[src/rtl/div_unit.sv]
// Iterative restoring divider for MIPS DIV/DIVU.
// One quotient bit per cycle; returns {remainder, quotient}.
module div_unit #(
    parameter int DATA_W = 32
) (
    input  logic                  clk,
    input  logic                  rst,
    input  logic                  signed_div_i,
    input  logic [DATA_W-1:0]     opdata1_i,
    input  logic [DATA_W-1:0]     opdata2_i,
    input  logic                  start_i,
    input  logic                  annul_i,
    output logic [2*DATA_W-1:0]   result_o,
    output logic                  ready_o
);

    localparam logic [1:0] S_IDLE   = 2'd0;
    localparam logic [1:0] S_BYZERO = 2'd1;
    localparam logic [1:0] S_ON     = 2'd2;
    localparam logic [1:0] S_END    = 2'd3;

    localparam int CNT_W = $clog2(DATA_W + 1);
    localparam logic [CNT_W-1:0] CNT_LAST = CNT_W'(DATA_W);
    localparam logic [CNT_W-1:0] CNT_ONE  = CNT_W'(1);

    localparam int REM_W = 2 * DATA_W + 1;

    logic [1:0]            state_q, state_d;
    logic [CNT_W-1:0]      cnt_q, cnt_d;
    logic [REM_W-1:0]      rem_q, rem_d;
    logic [DATA_W-1:0]     divisor_q, divisor_d;
    logic                  sign_q_q, sign_q_d;
    logic                  sign_r_q, sign_r_d;
    logic [2*DATA_W-1:0]   result_q, result_d;
    logic                  ready_q, ready_d;

    logic                  a_neg, b_neg;
    logic [DATA_W-1:0]     a_mag, b_mag;
    logic                  div_zero;

    logic [REM_W-1:0]      shifted;
    logic [DATA_W:0]       trial;
    logic [REM_W-1:0]      step_rem;

    logic [DATA_W-1:0]     quot_raw, rem_raw;
    logic [DATA_W-1:0]     quot_fix, rem_fix;

    // Operand magnitudes and sign flags taken at the accepting edge
    always_comb begin
        a_neg    = signed_div_i & opdata1_i[DATA_W-1];
        b_neg    = signed_div_i & opdata2_i[DATA_W-1];
        a_mag    = a_neg ? ({DATA_W{1'b0}} - opdata1_i) : opdata1_i;
        b_mag    = b_neg ? ({DATA_W{1'b0}} - opdata2_i) : opdata2_i;
        div_zero = (opdata2_i == {DATA_W{1'b0}});
    end

    // One restoring step: shift, trial-subtract, keep or restore
    always_comb begin
        shifted = rem_q << 1;
        trial   = shifted[REM_W-1:DATA_W] - {1'b0, divisor_q};
        if (trial[DATA_W]) begin
            step_rem = shifted;
        end else begin
            step_rem = {trial, shifted[DATA_W-1:1], 1'b1};
        end
    end

    // Final sign correction of quotient and remainder
    always_comb begin
        quot_raw = rem_q[DATA_W-1:0];
        rem_raw  = rem_q[2*DATA_W-1:DATA_W];
        quot_fix = sign_q_q ? ({DATA_W{1'b0}} - quot_raw) : quot_raw;
        rem_fix  = sign_r_q ? ({DATA_W{1'b0}} - rem_raw) : rem_raw;
    end

    // Control FSM and datapath next-state
    always_comb begin
        state_d   = state_q;
        cnt_d     = cnt_q;
        rem_d     = rem_q;
        divisor_d = divisor_q;
        sign_q_d  = sign_q_q;
        sign_r_d  = sign_r_q;
        result_d  = result_q;
        ready_d   = ready_q;

        case (state_q)
            S_IDLE: begin
                ready_d  = 1'b0;
                result_d = '0;
                if (start_i && !annul_i) begin
                    if (div_zero) begin
                        state_d = S_BYZERO;
                    end else begin
                        state_d   = S_ON;
                        cnt_d     = '0;
                        rem_d     = {{(DATA_W + 1){1'b0}}, a_mag};
                        divisor_d = b_mag;
                        sign_q_d  = a_neg ^ b_neg;
                        sign_r_d  = a_neg;
                    end
                end
            end

            S_BYZERO: begin
                if (annul_i) begin
                    state_d  = S_IDLE;
                    ready_d  = 1'b0;
                    result_d = '0;
                end else begin
                    state_d  = S_END;
                    ready_d  = 1'b1;
                    result_d = '0;
                end
            end

            S_ON: begin
                if (annul_i) begin
                    state_d  = S_IDLE;
                    ready_d  = 1'b0;
                    result_d = '0;
                end else if (cnt_q == CNT_LAST) begin
                    state_d  = S_END;
                    ready_d  = 1'b1;
                    result_d = {rem_fix, quot_fix};
                end else begin
                    rem_d = step_rem;
                    cnt_d = cnt_q + CNT_ONE;
                end
            end

            S_END: begin
                if (!start_i) begin
                    state_d  = S_IDLE;
                    ready_d  = 1'b0;
                    result_d = '0;
                end
            end

            default: begin
                state_d  = S_IDLE;
                ready_d  = 1'b0;
                result_d = '0;
            end
        endcase
    end

    // State registers with synchronous reset
    always_ff @(posedge clk) begin
        if (rst) begin
            state_q   <= S_IDLE;
            cnt_q     <= '0;
            rem_q     <= '0;
            divisor_q <= '0;
            sign_q_q  <= 1'b0;
            sign_r_q  <= 1'b0;
            result_q  <= '0;
            ready_q   <= 1'b0;
        end else begin
            state_q   <= state_d;
            cnt_q     <= cnt_d;
            rem_q     <= rem_d;
            divisor_q <= divisor_d;
            sign_q_q  <= sign_q_d;
            sign_r_q  <= sign_r_d;
            result_q  <= result_d;
            ready_q   <= ready_d;
        end
    end

    assign result_o = result_q;
    assign ready_o  = ready_q;

endmodule
[config.mk]
export PLATFORM = sky130hd
export DESIGN_NAME = div_unit
export DESIGN_NICKNAME = d
export VERILOG_FILES = /design/src/rtl/div_unit.sv
export SDC_FILE = /design/constraint.sdc
export NUM_CORES = 1
export LEC_CHECK = 0
export BUFFER_PORTS_ARGS = -buffer_cell sky130_fd_sc_hd__buf_2
export CORE_MARGIN = 2
export CORE_UTILIZATION = 45
export DETAILED_ROUTE_END_ITERATION = 12
export GPL_ROUTABILITY_DRIVEN = 0
export GPL_TIMING_DRIVEN = 0
export PLACE_DENSITY_LB_ADDON = 0.1
export SLEW_MARGIN = 5
export SYNTH_ARGS = -nofsm -noshare
export SYNTH_HDL_FRONTEND = slang
export SYNTH_SLANG_ARGS = --single-unit
[constraint.sdc]
create_clock -name clk -period 3.7 [get_ports clk]
set_clock_uncertainty 0.2 [all_clocks]
set_input_delay 0.37 -clock clk [delete_from_list [all_inputs] [get_ports clk]]
set_output_delay 0.37 -clock clk [all_outputs]
set_load 0.01 [all_outputs]
Word level (Yosys, flattened, before mapping)
Cells that the tools add are included.
W data, S select, Z words.
Storage, ports and cells
  register bits: 171
  input port bits: 69
  word-level logic and storage cells: 69
  output and inout port bits: 65
Cells by class
  muxes and demuxes: 31
  equal/unequal tests: 10
  reduce and logical (&&, ||, !) cells: 10
  $add $sub $neg: 6
  bitwise gates (word level): 4
Operator list (number)
  $mux W64: 8
  $pmux W64 S3: 1
  $mux W32: 4
  $pmux W64 S2: 1
  $sub A1 B32 Y32 const A: 4
  $sub A33 B32 Y33: 1
  $logic_not A32 Y1: 1
  $mux W6: 4
  $mux W2: 6
  $pmux W6 S2: 1
  $ne A2 B2 Y1 const B: 5
  $pmux W2 S4: 1
  $add A6 B1 Y6 const B: 1
  $eq A6 B6 Y1 const B: 1
  $reduce_and A3 Y1: 2
  $reduce_and A5 Y1: 1
  $eq A2 B2 Y1 const B: 2
  $mux W1: 4
  $pmux W1 S4: 1
  $ne A3 B3 Y1 const B: 1
  $and A1 B1 Y1: 2
  $eq A2 B1 Y1 const B: 1
  $logic_not A2 Y1: 1
  $reduce_and A2 Y1: 1
  other kinds (6): 6

Longest topological paths before layout
Gate-level depths: netlist (run 1).
  word-level depth: 5
  mapped depth: 13
  depth with buffers taken out: 11

Least setup slack after synthesis (run 1)
No wires, ideal clock.
  path type: flip-flop to flip-flop
  start: register rem_q[46]
  end: register rem_q[43]
  arrival time: 2.941 ns
  period minus slack after synthesis: 3.247 ns
  buffers on the path: 3
  setup time: 0.106 ns
  data required time: 3.394 ns
  cell stages (with the launch flop): 13
  slack: 0.453 ns
  path through: dfxtp_1 -> ha_1 -> clkbuf_1 -> a21oi_1 -> o21ai_0 -> or2_2 -> o211a_1 -> o2111a_1 -> a211oi_1 -> clkbuf_1 -> clkbuf_1 -> nand3_1 -> o311ai_0
Between the ends
  longest elaborated chain between the ends: 5
Ends and longest elaborated chain
  start: declaration: RTL line 30  | logic [REM_W-1:0] rem_q, rem_d;
  start signal: assignment: RTL line 162  | rem_q <= rem_d;
  $sub A33 B32 Y33: RTL line 60  | trial = shifted[REM_W-1:DATA_W] - {1'b0, divisor_q};
  $mux W64: RTL line 61  | if (trial[DATA_W]) begin
  $mux W64: RTL line 122  | end else if (cnt_q == CNT_LAST) begin
  $mux W64: RTL line 118  | if (annul_i) begin
  $pmux W64 S2: RTL line 87  | case (state_q)
No other way between the ends. The select of a mux whose other input is x is not followed.
A chain may end at the register's enable or synchronous reset.

Worst setup path in the final report (run 1)
  start: register rem_q[31]
  end: register rem_q[46]
Same word-level chain as after synthesis.

==> metrics, run 1 <==
most common flop cell mapped by yosys=dfxtp_1; DRC viols=0; fin crit share=94.7%; Critical path origin=rem_q[31]$_SDFFE_PP0P_; die width=159 um; Worst setup EP type=flip-flop; CTS Sinks=171; Pwr per Cell Area=542 mW/mm^2; antenna viol nets, final=0; Clock transition at path regs=0.08 ns; core area=0.0236 mm^2; fillers=2331; flops & latches, synth=171; WHS Path Cells=3; distinct cell type count after synthesis=64; # diodes=0; RSZ-0062 raised after global routing=false; row count=56; TritonCTS buffer count=17; worst path required time=3.79 ns; Setup CP Type=flip-flop to flip-flop; maximum clock path buffer count=2; post-synth top area share=31.5%; final hold viol count=0; CP startpoint kind=flip-flop; total track usage=25.2%; vias in the first global route=9392; most instantiated cells after synthesis=dfxtp_1 (171), nand2_1 (171), nor2_1 (123); clk root buf=clkbuf_16; Initial DRT Pass Iterations=5; initial DRC count=878; Yosys warning total=0; worst-margin pin slew=0.872 ns; r2r worst-path depth=13; Slew Limit Fails=0; Skew-Pair Late Insertion Delay=0.43 ns; crit path time final=3.51 ns; Non-Filler Instances=1882; ys async rst share=0%; status=finished, final reports clean; worst hold-check slack=0.0308 ns; share of layout cells above drive strength 1=12.3%; synthesized instance count=1396; die extent in y=159 um; HPWL after DPL=25900 um; Port Buf Inserts=133; R2R Path Start=rem_q[31]$_SDFFE_PP0P_; Synth area leaders=dfxtp_1 (32%), xnor2_1 (7.6%), nand2_1 (5.9%), ha_1 (4.7%), xor2_1 (4.4%); area delta synth->final=16.0%; first-pass GRT wire length=51600 um; Crit path arrival time=3.59 ns; Syn Nets=1507; crit path max fanout=10; final setup fails=0; Via density=5.69; placed cell count=1848; Layout Nets=1661; sequential area share after synthesis=31.5%; Initial Util=46.0%; final wirelength=32900 um; global route overflow=0; FMAX=0.285 GHz; die area=0.0254 mm^2; largest net degree at the start of global routing=17; area leader, netlist=dfxtp_1; EDFF count, synth=0; synthesized area=0.0109 mm^2; Slew Limit Headroom=41.9%; Max Cap Viol=0; Vias=10700; wire per inst=17.5 um; htree depth=4; antenna violations before repair=0; CTS tree=built; Pleak=5.04 nW; # IOs=134; HP Class=input pin to flip-flop; syn avg cell area=7.78 um^2; Hold Crit Start=opdata2_i[1]; peak supply drop=0.299 mV
==> worst max-delay path, stage by stage (launching register included) <==
cell and delay (ns):
dfxtp_1 0.34, inv_1 0.10, ha_1 0.24, fa_1 0.40
nand2b_1 0.20, a21oi_2 0.20, o211a_1 0.27, o211a_1 0.21
o21ai_0 0.15, a211oi_4 0.34, clkbuf_4 0.26, clkbuf_2 0.23
nand3_1 0.09, o311ai_0 0.14
==> layout make-up <==
type | count | area (um^2) | share of cell area (%)
Buffer | 87 | 339 | 2.69
Clock buffer | 19 | 443 | 3.52
Clock inverter | 13 | 183 | 1.45
Inverter | 61 | 229 | 1.82
Multi-Input combinational cell | 1077 | 6900 | 54.8
Sequential cell | 171 | 3430 | 27.2
Tap cell | 319 | 399 | 3.17
Timing Repair Buffer | 135 | 681 | 5.40
==> state kept, by name, summed over array words and instances (netlist names) <==
signal,count
cnt_q,6
divisor_q,32
ready_o,1
rem_q,64
result_o,64
sign_q_q,1
sign_r_q,1
state_q,2
==> routing by layer <==
layer / share of wire, % / GRT usage [%] / vias to the layer above
li1: - / - / 5356
met1: 52 / 40.8 / 4890
met2: 38 / 33.8 / 438
met3: 8.7 / 4.92 / 23
met4: 0.91 / 5.04 / 0
met5: 0 / 0 / -
==> logic make-up (layout without fill, tap and decap cells) <==
logic type / count (synthesis) / count (layout) / share of synthesized area (%)
simple gates: 472 / 472 / 20.4
compound gates: 412 / 412 / 25.8
flops: 171 / 171 / 31.5
xor+xnor: 149 / 149 / 12.0
buf+inv: 148 / 315 / 5.13
fa+ha+maj: 42 / 42 / 4.91
mux: 2 / 2 / 0.184
==> stage by stage <==
step	total power [mW]	cell area (um^2)	setup WS (ns)	TNS, ns	util (%)
final	6.83	12600	0.195	0	53.3
after detailed placement	4.86	11900	-0.497	-12.44	50.5
after global placement	4.84	11900	-0.497	-12.77	50.5
after CTS	6.79	12600	0.0227	0	53.2
after global routing	7.25	12600	0.0295	0	53.3
after floorplan	4.12	10900	0.453	0	-
==> report_power, final <==
| part | switching, mW | internal [mW] | total, mW |
|---|---|---|---|
| combinational | 1.71 | 0.951 | 2.66 |
| sequential | 0.221 | 2.04 | 2.26 |
| clock | 0.807 | 1.10 | 1.91 |
==> path summary, 6_finish.rpt <==
| check | endpoint | slack, ns |
|---|---|---|
| setup reg to reg | rem_q[46]$_SDFFE_PP0P_ | 0.19 |
| setup / recovery | rem_q[46]$_SDFFE_PP0P_ | 0.19 |
| hold reg to reg | divisor_q[16]$_SDFFE_PP0P_ | 0.26 |
| hold / removal | divisor_q[1]$_SDFFE_PP0P_ | 0.03 |
==> repair_timing <==
action	4_1_cts	5_1_grt
resized for setup	6	9
buffers inserted	0	2
setup endpoints to repair	33	33
hold buffers	0	0
pin swaps	0	2
==> placed cells by master (no fill, tap or decap), drive strengths merged, types with 28 or more instances in the layout <==
cell,Yosys,routed
ha,41,41
nor2,123,123
xor2,55,55
nand2,171,171
a21oi,82,82
inv,61,66
a22oi,39,39
a211oi,32,32
xnor2,94,94
dfxtp,171,171
clkbuf,83,102
buf,4,139
o31ai,28,28
o21ai,81,81
nand3,42,42
Note: power is estimated with default switching activity, not from simulation.
==> run 2: changes to the inputs <==
CORE_UTILIZATION = 37   (was 45)
HOLD_SLACK_MARGIN = 0.06   (was not set)
==> run 2 against run 1 <==
  * Total power is 0.86% lower
  * Worst hold slack better by 0.069 ns
  * Critical endpoint is now rem_q[52]$_SDFFE_PP0P_
  * Register-to-register slack hardly changed
  * Sequential cell count is the same
  * Global-route usage is 3.0 points lower
  * Clock power fell by 5%
==> metrics, run 2 (synthesis gave the netlist of run 1 again) <==
die area=0.0307 mm^2; most frequent cells in the layout=nand2_1 (171), dfxtp_1 (169), buf_2 (134), nor2_1 (123), xnor2_1 (94); antenna violations before repair=0; first-pass GRT wire length=54000 um; vias in the first global route=9472; final hold viol count=0; Vias=10600; # diodes=0; WP buf/inv=3; CP delay by family, top=compound AO/OA/AOI/OAI gates; die width=175 um; Crit path arrival time=3.64 ns; largest net degree at the start of global routing=20; Hold Crit Start=opdata2_i[31]; Non-Filler Instances=1949; Setup CP Type=flip-flop to flip-flop; Pwr per Cell Area=534 mW/mm^2; Gate power share=39.8%; area delta synth->final=16.8%; Worst setup EP type=flip-flop; Slew Limit Headroom=40.3%; HPWL after DPL=27700 um; R2R Path Start=rem_q[46]$_SDFFE_PP0P_; final wirelength=34600 um; Skew-Pair Late Insertion Delay=0.45 ns; CTS tree=built; Initial DRT Pass Iterations=5; # IOs=134; placed cell count=1913; Via density=5.43; fillers=2992; initial DRC count=757; CTS Sinks=171; crit path max fanout=10; clock power share=26.9%; CP startpoint kind=flip-flop; Layout Nets=1663; final setup fails=0; crit-path cells=ha_1 -> clkbuf_1 -> a21oi_1 -> o21ai_0 -> or2_2 -> o211a_1 -> o2111a_1 -> a211oi_4 -> clkbuf_4 -> clkbuf_2 -> nand3_1 -> o311ai_0; fin crit share=94.8%; htree depth=4; die extent in y=175 um; clk root buf=clkbuf_16; Initial Util=37.7%; core area=0.0288 mm^2; total track usage=22.3%; row count=62; Net Sw Frac=42.4%; Max Cap Viol=0; TritonCTS buffer count=17; NetSw=2.87 mW; maximum clock path buffer count=2; crit path time final=3.51 ns; crit-path max cell delay=0.43 ns; FMAX=0.285 GHz; global route overflow=0; Pleak=5.03 nW; wire per inst=17.8 um; Int Pwr=3.90 mW; status=finished, final reports clean; slowest CP cell=dfxtp_2; worst path required time=3.83 ns; HP Class=input pin to flip-flop; antenna viol nets, final=0; final core utilization=44.1%; Seq pwr share=33.3%; Clock transition at path regs=0.07 ns; share of layout cells above drive strength 1=12.3%; peak supply drop=0.336 mV; Slew Limit Fails=0; worst-margin pin slew=0.896 ns; Port Buf Inserts=133; DRC viols=0; commonest non-fill, non-tap cell in the layout=nand2_1; Critical path origin=rem_q[46]$_SDFFE_PP0P_
==> run 2: cell count changes in the layout (fill, tap and decap cells not counted), moves of 2 or more <==
cell	delta
dlygate4sd3_1	+4
bufinv_16	-3
inv_8	+3
clkbuf_1	-2
clkinv_8	+2
==> run 2: power groups by stage <==
stage	registers [mW]	logic (mW)	clock network [mW]
final	2.26	2.69	1.82
after global routing	2.28	2.99	1.92
after CTS	2.25	2.65	1.85
after detailed placement	2.29	2.63	0
after global placement	2.29	2.61	0
after floorplan	2.22	1.90	0
==> run 2: repair_timing <==
| item | CTS | global route |
|---|---|---|
| hold buffers | 4 | 0 |
| resized for setup | 7 | 9 |
| setup buffers | 0 | 1 |
| pin swaps | 0 | 2 |
| setup endpoints to repair | 33 | 33 |
| hold endpoints to repair | 4 | 0 |
==> run 2: cell type report <==
type / count / area [um^2] / share of cell area (%)
multi-input cells: 1077 / 6900 / 54.4
clock inverters: 15 / 171 / 1.35
repair buffers: 138 / 713 / 5.62
plain buffers: 86 / 335 / 2.64
inverters: 61 / 229 / 1.81
clock buffers: 17 / 425 / 3.35
well taps: 384 / 480 / 3.79
flip-flops and latches: 171 / 3430 / 27.0
==> run 2: worst reg2reg max path: stages, from the launching register on <==
cell and delay, ns:
dfxtp_2 0.43, ha_1 0.26, clkbuf_1 0.22, a21oi_1 0.28
o21ai_0 0.13, or2_2 0.33, o211a_1 0.24, o2111a_1 0.29
a211oi_4 0.28, clkbuf_4 0.26, clkbuf_2 0.27, nand3_1 0.10
o311ai_0 0.12
==> run 2: routing by layer <==
metal	share of wire, %	global-route usage, %
met2	38	28.8
met5	0	0
met3	6.5	3.42
met4	1.2	5.94
met1	55	36.7
==> run 2: final timing paths <==
kind	slack (ns)	endpoint	depth (start not counted)
hold / removal	0.1	divisor_q[31]$_SDFFE_PP0P_	3
hold reg to reg	0.26	divisor_q[31]$_SDFFE_PP0P_	2
setup / recovery	0.19	rem_q[52]$_SDFFE_PP0P_	12
setup reg to reg	0.19	rem_q[52]$_SDFFE_PP0P_	12
==> run 2: metrics by stage <==
step	setup WS (ns)	cell area [um^2]	power, mW	TNS, ns	hold slack (ns)
floorplan	0.453	10900	4.12	0	0.232
global placement	-0.508	12000	4.90	-13.97	0.246
detailed placement	-0.461	12000	4.92	-12.50	0.249
CTS	0.0327	12700	6.75	0	0.0808
global route	-0.000828	12700	7.20	-0.000828	0.112
finish	0.194	12700	6.77	0	0.0996
==> run 3: changes to the inputs <==
PLACE_DENSITY_LB_ADDON = 0.08   (was 0.1)
==> run 3 against run 2 <==
  * Sequential share of layout area is 0.062 points lower
  * Die area stayed put
  * Total power is 2.6% higher
  * Clock-buffer cell count is 1 higher
  * Critical endpoint unchanged
  * Global-route usage is 0.16 points higher
  * Clock power is 9% higher
  * Setup slack better by 0.050 ns
  * Register-to-register slack better by 0.05 ns
  * Sequential cell count stayed put
  * Sequential power hardly changed
  * Highest routed layer unchanged
  * Largest cell class unchanged
==> metrics, run 3 (synthesis gave the netlist of run 1 again) <==
status=finished, final reports clean; # IOs=134; Slew Limit Fails=0; Seq pwr share=32.5%; htree depth=4; row count=62; crit-path cells=inv_1 -> ha_1 -> fa_1 -> nand2b_1 -> a21oi_2 -> o211a_1 -> o211a_1 -> o21ai_0 -> a211oi_4 -> buf_4 -> clkbuf_2 -> nand3_1 -> o311ai_0; clk root buf=clkbuf_16; die extent in y=175 um; Crit path arrival time=3.58 ns; fin crit share=93.4%; largest net degree at the start of global routing=17; DRC viols=0; Endpoint, Worst Hold=divisor_q[16]$_SDFFE_PP0P_; crit-path max cell delay=0.40 ns; r2r worst-path depth=13; Initial DRT Pass Iterations=6; TritonCTS buffer count=17; die width=175 um; most frequent cells in the layout=nand2_1 (171), dfxtp_1 (168), buf_2 (133), nor2_1 (122), xnor2_1 (94); Max Cap Viol=0; final wirelength=34900 um; # diodes=0; fillers=2944; Pwr per Cell Area=547 mW/mm^2; Worst setup EP type=flip-flop; R2R Path Start=rem_q[31]$_SDFFE_PP0P_; R2R Path End=rem_q[52]$_SDFFE_PP0P_; Skew-Pair Late Insertion Delay=0.43 ns; first-pass GRT wire length=54600 um; initial DRC count=800; Net Sw Frac=40.4%; peak supply drop=0.347 mV; WHS Path Cells=4; clock power share=28.5%; Hold Crit Start=opdata2_i[16]; final hold viol count=0; CP startpoint kind=flip-flop; Gate power share=39.0%; Layout Nets=1663; Port Buf Inserts=133; worst path required time=3.82 ns; crit path time final=3.46 ns; Layout Cell Area excl Fill=0.0127 mm^2; crit path max fanout=10; commonest non-fill, non-tap cell in the layout=nand2_1; HPWL after DPL=27700 um; total track usage=22.4%; Vias=10600; Clock transition at path regs=0.07 ns; final setup fails=0; worst hold-check slack=0.0959 ns; Critical path origin=rem_q[31]$_SDFFE_PP0P_; Int Pwr=4.15 mW; maximum clock path buffer count=2; worst-margin pin slew=0.828 ns; CTS tree=built; Setup CP Type=flip-flop to flip-flop; Cell Area, Placed=0.0120 mm^2; Fin Setup TNS=0 ns; antenna viol nets, final=0; Pleak=5.06 nW; most used cell along the critical path=o211a_1; wire per inst=17.9 um; Via density=5.44; CTS Sinks=171; share of layout cells above drive strength 1=12.4%; HP Class=input pin to flip-flop; core area=0.0288 mm^2; Initial Util=37.7%; RSZ-0062 raised after global routing=false; antenna violations before repair=0; Slew Limit Headroom=44.8%; vias in the first global route=9474; global route overflow=0; die area=0.0307 mm^2; NetSw=2.81 mW; Reg2Reg Setup Slack=0.24 ns; area delta synth->final=17.1%; FMAX=0.289 GHz; slowest CP cell=fa_1
==> run 3: metrics by stage <==
step / total power, mW / std cells / util, % / worst slack [ns]
after floorplan: 4.12 / 1396 / - / 0.453
after global placement: 4.92 / 1913 / 41.7 / -0.558
after detailed placement: 4.93 / 1913 / 41.7 / -0.532
after CTS: 6.92 / 1946 / 44.1 / 0.0154
after global routing: 7.38 / 1948 / 44.2 / 0.0147
final: 6.95 / 1948 / 44.2 / 0.244
==> run 3: power groups by stage <==
stage | registers (mW) | logic, mW | clock network (mW)
4_1_cts | 2.25 | 2.66 | 2.01
3_5_place_dp | 2.29 | 2.63 | 0
2_1_floorplan | 2.22 | 1.90 | 0
3_3_place_gp | 2.29 | 2.62 | 0
5_1_grt | 2.28 | 3.01 | 2.09
6_report | 2.26 | 2.71 | 1.98
==> run 3: timing repair <==
action	4_1_cts	5_1_grt
endpoints found under the setup margin	33	33
endpoints found under the hold margin	2	0
hold buffers	2	0
pin swaps	0	2
gates resized for setup	7	11
buffers inserted	0	2
==> run 3: area by class of cell <==
cell class	count	area, um^2	area share (%)
Tap cell	384	480	3.78
Buffer	87	339	2.67
Inverter	61	229	1.80
Sequential cell	171	3430	26.9
Clock buffer	18	429	3.37
Timing Repair Buffer	137	701	5.51
Multi-Input combinational cell	1077	6900	54.3
Clock inverter	13	210	1.65
==> run 3: worst max-delay path by stage <==
stage / to / slack, ns / cells past startpoint
final: rem_q[52]$_SDFFE_PP0P_ / 0.24 / 13
after detailed placement: rem_q[37]$_SDFFE_PP0P_ / -0.53 / 12
after global routing: rem_q[46]$_SDFFE_PP0P_ / 0.01 / 13
after global placement: rem_q[54]$_SDFFE_PP0P_ / -0.56 / 12
after CTS: rem_q[37]$_SDFFE_PP0P_ / 0.02 / 12
after floorplan: rem_q[43]$_SDFFE_PP0P_ / 0.45 / 12
==> run 3: per-layer routing <==
metal	share of wire, %	vias to the layer above	track usage (%)
li1	-	5347	-
met1	55	4899	37.3
met2	38	324	29.7
met3	6.1	19	2.79
met4	0.81	0	4.72
met5	0	-	0
==> run 3: critical path, delay by kind of cell (launching register included) <==
kind | cells | cell delay [ns]
AND/OR/NAND/NOR | 2 | 0.30
buffers and inverters | 3 | 0.59
adder cells (fa/ha/maj) | 2 | 0.64
flip-flops | 1 | 0.34
AO/OA/AOI/OAI | 6 | 1.28
